**config.mk**
```make
export PLATFORM = sky130hd
export DESIGN_NAME = interrupt_ack_sequencer_flat
export DESIGN_NICKNAME = d
export VERILOG_FILES = /design/src/rtl/pic8259_pkg.sv /design/src/rtl/interrupt_ack_sequencer_if.sv /design/src/rtl/interrupt_ack_sequencer_inta_edge_detect.sv /design/src/rtl/interrupt_ack_sequencer.sv /design/src/flat_wrapper.sv
export SDC_FILE = /design/constraint.sdc
export NUM_CORES = 1
export LEC_CHECK = 0
export CAP_MARGIN = 10
export CELL_PAD_IN_SITES_DETAIL_PLACEMENT = 1
export CELL_PAD_IN_SITES_GLOBAL_PLACEMENT = 1
export CORE_UTILIZATION = 26
export DETAILED_ROUTE_END_ITERATION = 7
export PLACE_DENSITY = 0.73
export SLEW_MARGIN = 5
export SYNTH_ARGS = -nofsm -noshare
export SYNTH_HDL_FRONTEND = slang
export SYNTH_SLANG_ARGS = --single-unit
```
**constraint.sdc**
```tcl
create_clock -name clock -period 1.93 [get_ports clock]
set_clock_uncertainty 0.15 [all_clocks]
set_input_delay 0.579 -clock clock [delete_from_list [all_inputs] [get_ports clock]]
set_output_delay 0.579 -clock clock [all_outputs]
set_load 0.02 [all_outputs]
```
**src/rtl/pic8259_pkg.sv**
```systemverilog
// pic8259_pkg: shared acknowledge-state codes, CALL opcode and ACK2 byte formatting
package pic8259_pkg;
  typedef enum logic [2:0] {
    CTL_READY = 3'b000,
    CTL_ACK1  = 3'b001,
    CTL_ACK2  = 3'b010,
    CTL_ACK3  = 3'b011
  } ctl_state_t;
  localparam logic [7:0] CALL_OPCODE = 8'hCD;
  function automatic logic [7:0] ack2_byte(input logic mode_8086, input logic interval_4,
                                           input logic [10:0] addr, input logic [2:0] level);
    return mode_8086  ? {addr[10:6], level} :
           interval_4 ? {addr[2:0], level, 2'b00} :
                        {addr[2:1], level, 3'b000};
  endfunction
endpackage

```
**src/rtl/interrupt_ack_sequencer_if.sv**
```systemverilog
// interrupt_ack_sequencer_if: acknowledge-state, strobe and data-bus bundle shared with cascade logic
interface interrupt_ack_sequencer_if;
  import pic8259_pkg::*;
  ctl_state_t control_state;
  logic cascade_output_ack_2_3;
  logic latch_in_service;
  logic end_of_acknowledge_sequence;
  logic out_control_logic_data;
  logic [7:0] control_logic_data;
  modport master (
    output control_state, latch_in_service, end_of_acknowledge_sequence,
           out_control_logic_data, control_logic_data,
    input  cascade_output_ack_2_3
  );
  modport slave (
    input  control_state, latch_in_service, end_of_acknowledge_sequence,
           out_control_logic_data, control_logic_data,
    output cascade_output_ack_2_3
  );
endinterface

```
**src/rtl/interrupt_ack_sequencer_inta_edge_detect.sv**
```systemverilog
// inta_edge_detect: one-clock INTA# delay with fall/rise detection, suppressing a fall right after reset
module inta_edge_detect (
  input  logic clock,
  input  logic reset_n,
  input  logic inta_n,
  output logic fall,
  output logic rise
);
  logic inta_q, armed_q;
  // delay line; armed_q blocks a fall from an INTA# that was already low when reset released
  always_ff @(posedge clock or negedge reset_n) begin
    if (!reset_n) begin
      inta_q  <= 1'b1;
      armed_q <= 1'b0;
    end else begin
      inta_q  <= inta_n;
      armed_q <= 1'b1;
    end
  end
  assign fall = armed_q & inta_q & ~inta_n;
  assign rise = ~inta_q & inta_n;
endmodule

```
**src/rtl/interrupt_ack_sequencer.sv**
```systemverilog
// interrupt_ack_sequencer: 8259A INTA# sequencer (ACK1/ACK2/ACK3), strobes and vector bytes; MCS80_MODE_EN enables 3-pulse MCS-80 mode
module interrupt_ack_sequencer
  import pic8259_pkg::*;
(
  input  logic        clock,
  input  logic        reset_n,
  input  logic        initialization,
  input  logic        interrupt_acknowledge_n,
  input  logic        u8086_or_mcs80_config,
  input  logic        call_address_interval_4_or_8_config,
  input  logic [10:0] interrupt_vector_address,
  input  logic [2:0]  acknowledge_level,
  input  logic        cascade_slave,
  interrupt_ack_sequencer_if.master bus
);
  logic fall, rise;
  ctl_state_t state_q, state_d;
  logic en_q, en_d, lis_q, lis_d, eoa_q, eoa_d;
  logic [7:0] data_q, data_d;
  inta_edge_detect u_edge (
    .clock   (clock),
    .reset_n (reset_n),
    .inta_n  (interrupt_acknowledge_n),
    .fall    (fall),
    .rise    (rise)
  );
`ifdef MCS80_MODE_EN
  logic mode_q, mode_d, call_en;
  assign call_en = ~u8086_or_mcs80_config & ~cascade_slave;
`else
  logic unused_cfg;
  assign unused_cfg = ^{u8086_or_mcs80_config, call_address_interval_4_or_8_config,
                        cascade_slave, interrupt_vector_address[5:0]};
`endif
  // state, mode latch, data byte, drive enable and strobes
  always_ff @(posedge clock or negedge reset_n) begin
    if (!reset_n) begin
      state_q <= CTL_READY;
      data_q  <= 8'h00;
      en_q    <= 1'b0;
      lis_q   <= 1'b0;
      eoa_q   <= 1'b0;
`ifdef MCS80_MODE_EN
      mode_q  <= 1'b1;
`endif
    end else begin
      state_q <= state_d;
      data_q  <= data_d;
      en_q    <= en_d;
      lis_q   <= lis_d;
      eoa_q   <= eoa_d;
`ifdef MCS80_MODE_EN
      mode_q  <= mode_d;
`endif
    end
  end
  // next state and registered outputs; initialization overrides every edge event
  always_comb begin
    state_d = state_q;
    data_d  = data_q;
    en_d    = en_q & ~rise;
    lis_d   = 1'b0;
    eoa_d   = 1'b0;
`ifdef MCS80_MODE_EN
    mode_d  = mode_q;
`endif
    if (initialization) begin
      state_d = CTL_READY;
      en_d    = 1'b0;
    end else begin
      case (state_q)
        CTL_READY: if (fall) begin
          state_d = CTL_ACK1;
          lis_d   = 1'b1;
`ifdef MCS80_MODE_EN
          mode_d  = u8086_or_mcs80_config;
          en_d    = call_en;
          data_d  = call_en ? CALL_OPCODE : data_q;
`else
          en_d    = 1'b0;
`endif
        end
        CTL_ACK1: if (fall) begin
          state_d = CTL_ACK2;
          en_d    = bus.cascade_output_ack_2_3;
`ifdef MCS80_MODE_EN
          data_d  = ack2_byte(mode_q, call_address_interval_4_or_8_config,
                              interrupt_vector_address, acknowledge_level);
`else
          data_d  = {interrupt_vector_address[10:6], acknowledge_level};
`endif
        end
`ifdef MCS80_MODE_EN
        CTL_ACK2: if (mode_q && rise) begin
          state_d = CTL_READY;
          eoa_d   = 1'b1;
        end else if (!mode_q && fall) begin
          state_d = CTL_ACK3;
          en_d    = bus.cascade_output_ack_2_3;
          data_d  = interrupt_vector_address[10:3];
        end
        CTL_ACK3: if (rise) begin
          state_d = CTL_READY;
          eoa_d   = 1'b1;
        end
`else
        CTL_ACK2: if (rise) begin
          state_d = CTL_READY;
          eoa_d   = 1'b1;
        end
`endif
        default: state_d = CTL_READY;
      endcase
    end
  end
  assign bus.control_state               = state_q;
  assign bus.control_logic_data          = data_q;
  assign bus.out_control_logic_data      = en_q;
  assign bus.latch_in_service            = lis_q;
  assign bus.end_of_acknowledge_sequence = eoa_q;
endmodule

```
**src/flat_wrapper.sv**
```systemverilog
// flat-port wrapper written by rule: the top's interface ports become plain ports
module interrupt_ack_sequencer_flat import pic8259_pkg::*;
  (clock, reset_n, initialization, interrupt_acknowledge_n, u8086_or_mcs80_config, call_address_interval_4_or_8_config, interrupt_vector_address, acknowledge_level, cascade_slave, bus_control_state, bus_latch_in_service, bus_end_of_acknowledge_sequence, bus_out_control_logic_data, bus_control_logic_data, bus_cascade_output_ack_2_3);
  interrupt_ack_sequencer_if bus_i ();
  input  logic clock;
  input  logic reset_n;
  input  logic initialization;
  input  logic interrupt_acknowledge_n;
  input  logic u8086_or_mcs80_config;
  input  logic call_address_interval_4_or_8_config;
  input  logic [10:0] interrupt_vector_address;
  input  logic [2:0] acknowledge_level;
  input  logic cascade_slave;
  output wire logic [$bits(bus_i.control_state)-1:0] bus_control_state;
  output wire logic [$bits(bus_i.latch_in_service)-1:0] bus_latch_in_service;
  output wire logic [$bits(bus_i.end_of_acknowledge_sequence)-1:0] bus_end_of_acknowledge_sequence;
  output wire logic [$bits(bus_i.out_control_logic_data)-1:0] bus_out_control_logic_data;
  output wire logic [$bits(bus_i.control_logic_data)-1:0] bus_control_logic_data;
  input wire logic [$bits(bus_i.cascade_output_ack_2_3)-1:0] bus_cascade_output_ack_2_3;
  assign bus_control_state = bus_i.control_state;
  assign bus_latch_in_service = bus_i.latch_in_service;
  assign bus_end_of_acknowledge_sequence = bus_i.end_of_acknowledge_sequence;
  assign bus_out_control_logic_data = bus_i.out_control_logic_data;
  assign bus_control_logic_data = bus_i.control_logic_data;
  assign bus_i.cascade_output_ack_2_3 = bus_cascade_output_ack_2_3;
  interrupt_ack_sequencer u_core (.clock(clock), .reset_n(reset_n), .initialization(initialization), .interrupt_acknowledge_n(interrupt_acknowledge_n), .u8086_or_mcs80_config(u8086_or_mcs80_config), .call_address_interval_4_or_8_config(call_address_interval_4_or_8_config), .interrupt_vector_address(interrupt_vector_address), .acknowledge_level(acknowledge_level), .cascade_slave(cascade_slave), .bus(bus_i));
endmodule
```
==> flow_summary_export.csv <==
group,metric,value,unit
critical_path,critPathKind,"in -> reg",
timing,rsz0062_at_grt,"false",
critical_path,endpoint_kind,"flop",
drt,wl_per_cell,12.0,µm
floorplanning,chipHeight,49.7,µm
clocking,post_cts_buffers,0,
cells_and_area,final_cells,102,
drt,dr.pass1.iters,4,
timing,slew_viol_final,0,
timing,setup_ws,130,ps
synth,synth_seq_area_share,0.638,
synth,yosys.area.top_type,"dfrtp_1",
clocking,cts_sinks,15,
drt,drt-total-wl,1.22,mm
clocking,clock_latency,280,ps
timing,hold_ws,353,ps
floorplanning,io_pins,36,
placed_design,place_ws,-197,ps
global_route,grt_usage,0.124,
clocking,clk_pin_slew,80,ps
drt,vias,425,
floorplanning,rows,16,
job,drv_cap,0,
clocking,cts.path.max_buffers,2,
cells_and_area,antenna_cells,0,
placed_design,port_buffers,25,
pwr,leakagePower,0.502,nW
pwr,power,0.672,mW
placed_design,dpl.hpwl,964,µm
synth,synth_warnings,0,
clocking,htreeDepth,1,
placed_design,dp_cells,98,
cells_and_area,fillers,236,
drt,remaining_drc_errors,0,
global_route,grt_max_degree,16,
floorplanning,start_util,0.289,
global_route,grt_pass1_vias,457,
worst_hold_path,hp-class,"reg -> reg",
synth,synth-seq-cells,15,
critical_path,worst_ep_required_time,1950,ps
timing,setup_violations,0,
cells_and_area,layout_commonest_cell,"dfrtp_1",
synth,netlist_area,591,µm²
clocking,cts_tree,"done",
synth,yosysTopAreaCellShare,0.593,
synth,synth_cell_types,17,
status,status,"completed",
synth,postSynthAreaPerCell,14.8,µm²
floorplanning,die_w,49.7,µm
timing,min_period,1800,ps
cells_and_area,nets,98,
clocking,ctsHoldBuffers,0,
pwr,vdd_ir_drop_max,0.413,mV
synth,synth_nets,62,
global_route,grt-ovfl-total,0,
critical_path,cp-start-kind,"primary input",
timing,max_clock_freq,0.556,GHz
pwr,power_density,723,nW/µm²
drt,vias_per_cell,4.17,
cells_and_area,drive_gt1_frac,0.280,
drt,ant_nets,0,
floorplanning,die_area,2470,µm²
timing,final-hold-violation-count,0,
critical_path,rrSetupSlack,320,ps
synth,postSynthCellCount,40,
synth,ys_top_cells_by_area,"dfrtp_1 59%, mux2_2 15%, dfstp_2 4.4%, nand3b_1 3.8%, nand3b_4 3.4%",
cells_and_area,final_cell_mix,"14 x dfrtp_1, 13 x dlygate4sd2_1, 12 x clkdlybuf4s50_1",
timing,fin_crit_sh,0.933,
timing,setup_tns,0,ps
clocking,cts_buffers,3,
drt,drt_iter0_drc,3,
global_route,antenna_found_initial,0,
global_route,grt_pass1_wl,2.21,mm
clocking,clockRootBuffer,"clkbuf_4",
floorplanning,core,2040,µm²
critical_path,arrival,1820,ps
cells_and_area,area_growth,57.4,%
placed_design,gp_congestion,0.738,
critical_path,crit_fanout,9,
-- through the flow --
stage                      util  area, µm²
final                     0.455        930
after global routing      0.455        930
after CTS                 0.455        930
after detailed placement  0.450        920
after global placement    0.450        920
after floorplan               -        591
-- layer usage --
layer,GRT usage,wire (µm),vias to the layer above
met5,0,0,-
met1,0.147,522,198
met4,0.0714,23,0
met3,0.0463,61,3
li1,-,-,209
met2,0.191,616,15
-- registers in the layout, summed over array words and instances (netlist names) --
name and count:
u_core.bus.control_logic_data 8, u_core.bus.control_state 2, u_core.bus.end_of_acknowledge_sequence 1, u_core.bus.latch_in_service 1, u_core.bus.out_control_logic_data 1, u_core.u_edge.armed_q 1
u_core.u_edge.inta_q 1
-- kinds of logic after synthesis --
group                  Yosys count  share of synthesized area
flip-flops                      15                      0.638
AND/OR/NAND/NOR                 10                      0.144
multiplexers                     8                      0.153
AO/OA/AOI/OAI                    2                     0.0191
buffers and inverters            2                     0.0191
other                            2                     0.0127
XOR/XNOR                         1                     0.0148
-- power by group --
| group | leakage (nW) | internal (mW) | switching, mW |
|---|---|---|---|
| Combinational | 0.288 | 0.0738 | 0.0685 |
| Clock | 0.0150 | 0.0804 | 0.0950 |
| Sequential | 0.199 | 0.342 | 0.0119 |
-- cell usage after synthesis --
cell,count
nand3b_1,3
inv_1,1
nor4_1,1
and4bb_2,1
dfstp_2,1
mux2_2,8
dfrtp_1,14
buf_4,1
nor4b_1,1
conb_1,2
o22ai_1,1
nand3b_4,1
nor3_1,1
xor2_1,1
nand2_1,1
a21oi_1,1
nand2b_1,1
-- layout make-up --
type | instances | area [µm²] | share of cell area
tap | 27 | 33.8 | 0.0363
inverter | 1 | 3.75 | 0.00404
clock buffer | 4 | 26.3 | 0.0283
sequential | 15 | 377 | 0.405
multi-input combinational | 23 | 203 | 0.218
timing repair buffer | 32 | 287 | 0.308
-- path summary, 6_finish.rpt --
path | cells after the start | endpoint | start
setup / recovery | 4 | u_core.bus.control_logic_data[6] | interrupt_acknowledge_n
hold / removal | 1 | u_core.bus.control_logic_data[3] | u_core.bus.control_logic_data[3]
setup reg to reg | 4 | u_core.bus.control_logic_data[6] | u_core.bus.control_state[1]
hold reg to reg | 1 | u_core.bus.control_logic_data[3] | u_core.bus.control_logic_data[3]
max in group asynchronous | 2 | u_core.u_edge.inta_q | reset_n
min in group asynchronous | 2 | u_core.bus.control_logic_data[4] | reset_n
-- critical path: stages --
cell	delay (ps)
clkdlybuf4s50_1	470
and4bb_2	270
nand3b_4	150
mux2_2	350
-- what timing repair did --
item,4_1_cts,5_1_grt
hold endpoints to repair,0,0
setup endpoints to repair,13,0
gates resized for setup,13,0
Note: power is estimated with default switching activity, not from simulation.
==> edit 1: new RTL, same settings <==
The option `MCS80_MODE_EN` is turned on by a define.
--- a/src/rtl/interrupt_ack_sequencer.sv
+++ b/src/rtl/interrupt_ack_sequencer.sv
@@ -1,3 +1,5 @@
 // interrupt_ack_sequencer: 8259A INTA# sequencer (ACK1/ACK2/ACK3), strobes and vector bytes; MCS80_MODE_EN enables 3-pulse MCS-80 mode
+`define MCS80_MODE_EN
+
 module interrupt_ack_sequencer
   import pic8259_pkg::*;
Function: changed (a bounded check fails within 4 cycles, from zero or initial values and one cycle with reset_n low).
==> edit 1 against the original RTL <==
- area after synthesis grew 76%
- sequential cell count grew 1
- clock power is 54% higher
- final area increased by 74%
- total power rose by 62%
- core utilization is 2.3 points lower
- setup slack worse by 0.063 ns
- wire length increased by 130%
- sequential share of layout area is 16 points lower
- via count rose by 130%
- count of clock-buffer cells in the layout stayed put
- critical path type unchanged
- largest cell class is now multi-input gates
- highest routed layer unchanged
==> edit 1: results <==
[logic_synthesis]
ys_warn_count = 0
synthCells = 101
synth_edf_count = 0
syn_nets = 127
yosysSeqAreaShare_pct = 38.75
yosysUniqueCellTypes = 38
synth_flop_cell = "dfrtp_1"
ys_async_sr_fraction_pct = 100.0
synth_area_leaders = "dfrtp_1 34%, mux2_4 8.7%, dfstp_2 5.1%, ha_1 4.8%, mux2i_1 4.8%"
synth_commonest_cells = "14 x dfrtp_1, 9 x inv_1, 6 x a21oi_1, 6 x mux2_4, 6 x nand2_1"

[routing]
drtIter0Drc = 20
vias = 967
wl_per_cell_um = 14.10
drt_first_pass_iters = 4

[min_path]
hp-start = "u_core.bus.control_logic_data[3]"
min_path_cells = 1
min_to = "u_core.bus.control_logic_data[3]"
hold_path_class = "reg2reg"

[worst_setup_path]
worstPathMaxFanout = 7
reg2reg_slack_ns = 0.09
arrival_ns = 1.85
reg2regPathDepth = 6
cp_top_family = "buffers and inverters"
r2r-start = "u_core.bus.control_state[0]"
slowest_delay_ns = 0.43
r2r_end = "u_core.bus.control_logic_data[7]"
cp_slowest_cell = "clkdlybuf4s50_1"

[placement]
dpl_cell_area_sq_mm = 0.001567
port_buffers = 34
dpl.hpwl_um = 2332
gp_routability_congestion = 0.8773
post-place-ws_ns = -0.3589
placed_cells = 198

[cells_and_area]
fillers = 444
final_nets = 182
fin_cells = 203
largest_register_ff_count = 8
diodes = 0
fin_util_pct = 43.22
drive_gt1_share_pct = 25.16

[global_routing]
antenna_found_initial = 0
grt_pass1_vias = 1083
grt_pass1_wl_um = 4899
grt_usage_pct = 15.44
grt_max_degree = 17

[power_and_ir_drop]
ir_drop_uv = 349.9
p_leak_nw = 0.7571

[clock_tree]
cts_made_buffers = 3
cts_root_buf = "clkbuf_8"
clkSlewWorstSetupHoldPaths_ns = 0.07
h-tree-depth = 1
clk_latency_ns = 0.26
clk_path_buf_depth = 2

[sta]
hold-worst-slack_ns = 0.3609

[run_status]
outcome = "completed"
[edit 1: final cells by class]
class	count	area share [%]
inverters	9	2.088
flip-flops and latches	16	24.98
well taps	48	3.712
clock buffers	4	2.784
multi-input cells	71	35.50
repair buffers	55	30.94
[edit 1: worst max path at each step]
stage               slack [ns]                                   start  cells after the start                               end
finish                    0.07                           cascade_slave                      5  u_core.bus.control_logic_data[7]
global route             0.002                          initialization                      5  u_core.bus.control_logic_data[6]
CTS                       0.01  u_core.bus.end_of_acknowledge_sequence                      1   bus_end_of_acknowledge_sequence
detailed placement       -0.36                 interrupt_acknowledge_n                      6  u_core.bus.control_logic_data[7]
global placement         -0.31                 interrupt_acknowledge_n                      6  u_core.bus.control_logic_data[3]
floorplan               0.0007             u_core.bus.control_state[1]                      7  u_core.bus.control_logic_data[0]
[edit 1: repair_timing]
item,4_1_cts,5_1_grt
pin swaps,2,0
setup endpoints to repair,21,10
gates resized for setup,14,4
hold buffers,0,0
buffers inserted,0,1
[edit 1: power by group]
part	total [mW]	internal (mW)	leakage (nW)	switching, mW
registers	0.423	0.391	0.191	0.0322
clock network	0.270	0.147	0.0228	0.124
logic	0.394	0.207	0.544	0.187
[edit 1: layer usage]
| layer | vias to the layer above | global-route usage (%) | wire (um) |
|---|---|---|---|
| li1 | 467 | - | - |
| met1 | 461 | 16.36 | 1128 |
| met2 | 28 | 27.71 | 1507 |
| met3 | 11 | 2.257 | 103 |
| met4 | 0 | 10.87 | 122 |
| met5 | - | 0 | 0 |
[edit 1: cell families after synthesis]
| logic type | share of synthesized area (%) |
|---|---|
| flip-flops | 38.75 |
| AND/OR/NAND/NOR | 13.36 |
| multiplexers | 15.64 |
| AO/OA/AOI/OAI | 19.98 |
| adder cells (fa/ha/maj) | 4.814 |
| buffers and inverters | 6.738 |
| other | 0.7223 |
==> edit 2: new RTL, config.mk and constraints unchanged <==
Made on the original files. Take the reset off `data_q` and load it in a clocked block of its own.
--- a/src/rtl/interrupt_ack_sequencer.sv
+++ b/src/rtl/interrupt_ack_sequencer.sv
@@ -37,5 +37,4 @@
     if (!reset_n) begin
       state_q <= CTL_READY;
-      data_q  <= 8'h00;
       en_q    <= 1'b0;
       lis_q   <= 1'b0;
@@ -46,5 +45,4 @@
     end else begin
       state_q <= state_d;
-      data_q  <= data_d;
       en_q    <= en_d;
       lis_q   <= lis_d;
@@ -54,4 +52,8 @@
 `endif
     end
+  end
+
+  always_ff @(posedge clock) begin
+    data_q <= data_d;
   end
   // next state and registered outputs; initialization overrides every edge event
Behaviour: differs if reset_n is asserted again (counterexample within 10 cycles, from zero or initial values and one cycle with reset_n low); with reset_n held inactive, the same outputs for 10 cycles.
==> edit 2 against the original RTL <==
- final area down 3.5%
- sequential cell count unchanged
- area after synthesis down 5.7%
- setup slack better by 0.0096 ns
- first-iteration DRC count down 33%
- register-to-register slack better by 0.08 ns
- core utilization down 0.26 points
- non-clock buffer count unchanged
- wire length down 2.2%
- global-route usage down 1.4 points
- critical path type unchanged
- critical endpoint is now u_core.bus.control_logic_data[1]
- largest cell class unchanged
Power is not compared: it rests on default switching activity, and its combinational part moved more than twofold at a synthesized area within 25%.
==> edit 2: results <==
[cells_and_area]
fin_cells = 94
fin_util_pct = 45.27
largest_register_ff_count = 8
fillers = 217
final_nets = 90
buffer_area_share_pct = 31.94
seq_share_pct = 46.44
multi_input_area_sq_um = 132.6
final-clk-cell-share_pct = 3.068
nonClockInverterCount = 0
nMultiInputCombCells = 16
drive_gt1_share_pct = 20.90

[power_and_ir_drop]
clockPowerShare_pct = 29.8

[worst_setup_path]
worstPathMaxFanout = 8
r2r-start = "u_core.u_edge.inta_q"
arrival_ns = 1.64
reg2reg_slack_ns = 0.40
reg2regPathDepth = 3
cp_slowest_cell = "clkdlybuf4s50_1"
slowest_delay_ns = 0.44
crit_start = "interrupt_acknowledge_n"
crit_end = "u_core.bus.control_logic_data[1]"

[placement]
dpl_cell_area_sq_um = 885.9
dpl.hpwl_um = 1001
gp_routability_congestion = 0.7152
port_buffers = 25
post-place-ws_ns = -0.1605

[sta]
timing.final.ws_setup_ns = 0.1395
hold-worst-slack_ns = 0.4108

[global_routing]
grt_max_degree = 10
grt_usage_pct = 11.02
grt_pass1_vias = 390
grt_pass1_wl_um = 1662

[routing]
viasPerCell = 4.106
drt_first_pass_iters = 2
wl_um = 1196
drtIter0Drc = 2

[logic_synthesis]
yosysSeqAreaShare_pct = 74.83
synth_commonest_cells = "8 x edfxtp_1, 6 x dfrtp_1, 2 x conb_1, 2 x nand3b_1, 2 x nor2_1"
synth_area_leaders = "edfxtp_1 43%, dfrtp_1 27%, dfstp_2 4.7%, nor4b_4 4.3%, nand3b_4 3.6%"
ys_async_sr_fraction_pct = 46.67
synth_edf_count = 8
syn_avg_cell_area_sq_um = 17.40
synth_flop_cell = "edfxtp_1"
syn_nets = 54

[clock_tree]
cts_sinks = 15
clk_latency_ns = 0.28
cts_root_buf = "clkbuf_4"

[min_path]
hold_path_class = "in2async"

[run_status]
outcome = "completed"
-- edit 2: cell types whose count changed in the layout (fill, tap and decap cells not counted), sizes merged, moves of 2 or more --
| cell | unedited run | this run |
|---|---|---|
| dfrtp | 14 | 6 |
| edfxtp | 0 | 8 |
| mux2 | 8 | 0 |
| nor2 | 0 | 2 |
-- edit 2: repair_timing --
item | 4_1_cts | 5_1_grt
setup buffers | 0 | 0
endpoints found under the hold margin | 0 | 0
gates resized for setup | 13 | 0
setup endpoints to repair | 13 | 0
-- edit 2: logic make-up after synthesis --
logic type / after synthesis / synth area share [%]
DFF: 15 / 74.83
muxes: 1 / 1.798
other: 2 / 1.349
buffers and inverters: 1 / 1.349
AOI/OAI and AO/OA: 1 / 1.573
and+or+nand+nor: 11 / 17.53
xor gates and xnor gates: 1 / 1.573
-- edit 2: layer usage --
layer	GRT usage [%]	up-vias	wire length, um
met2	19.20	23	580
met4	6.667	0	15
met1	11.32	176	438
li1	-	185	-
met5	0	-	0
met3	3.704	2	161
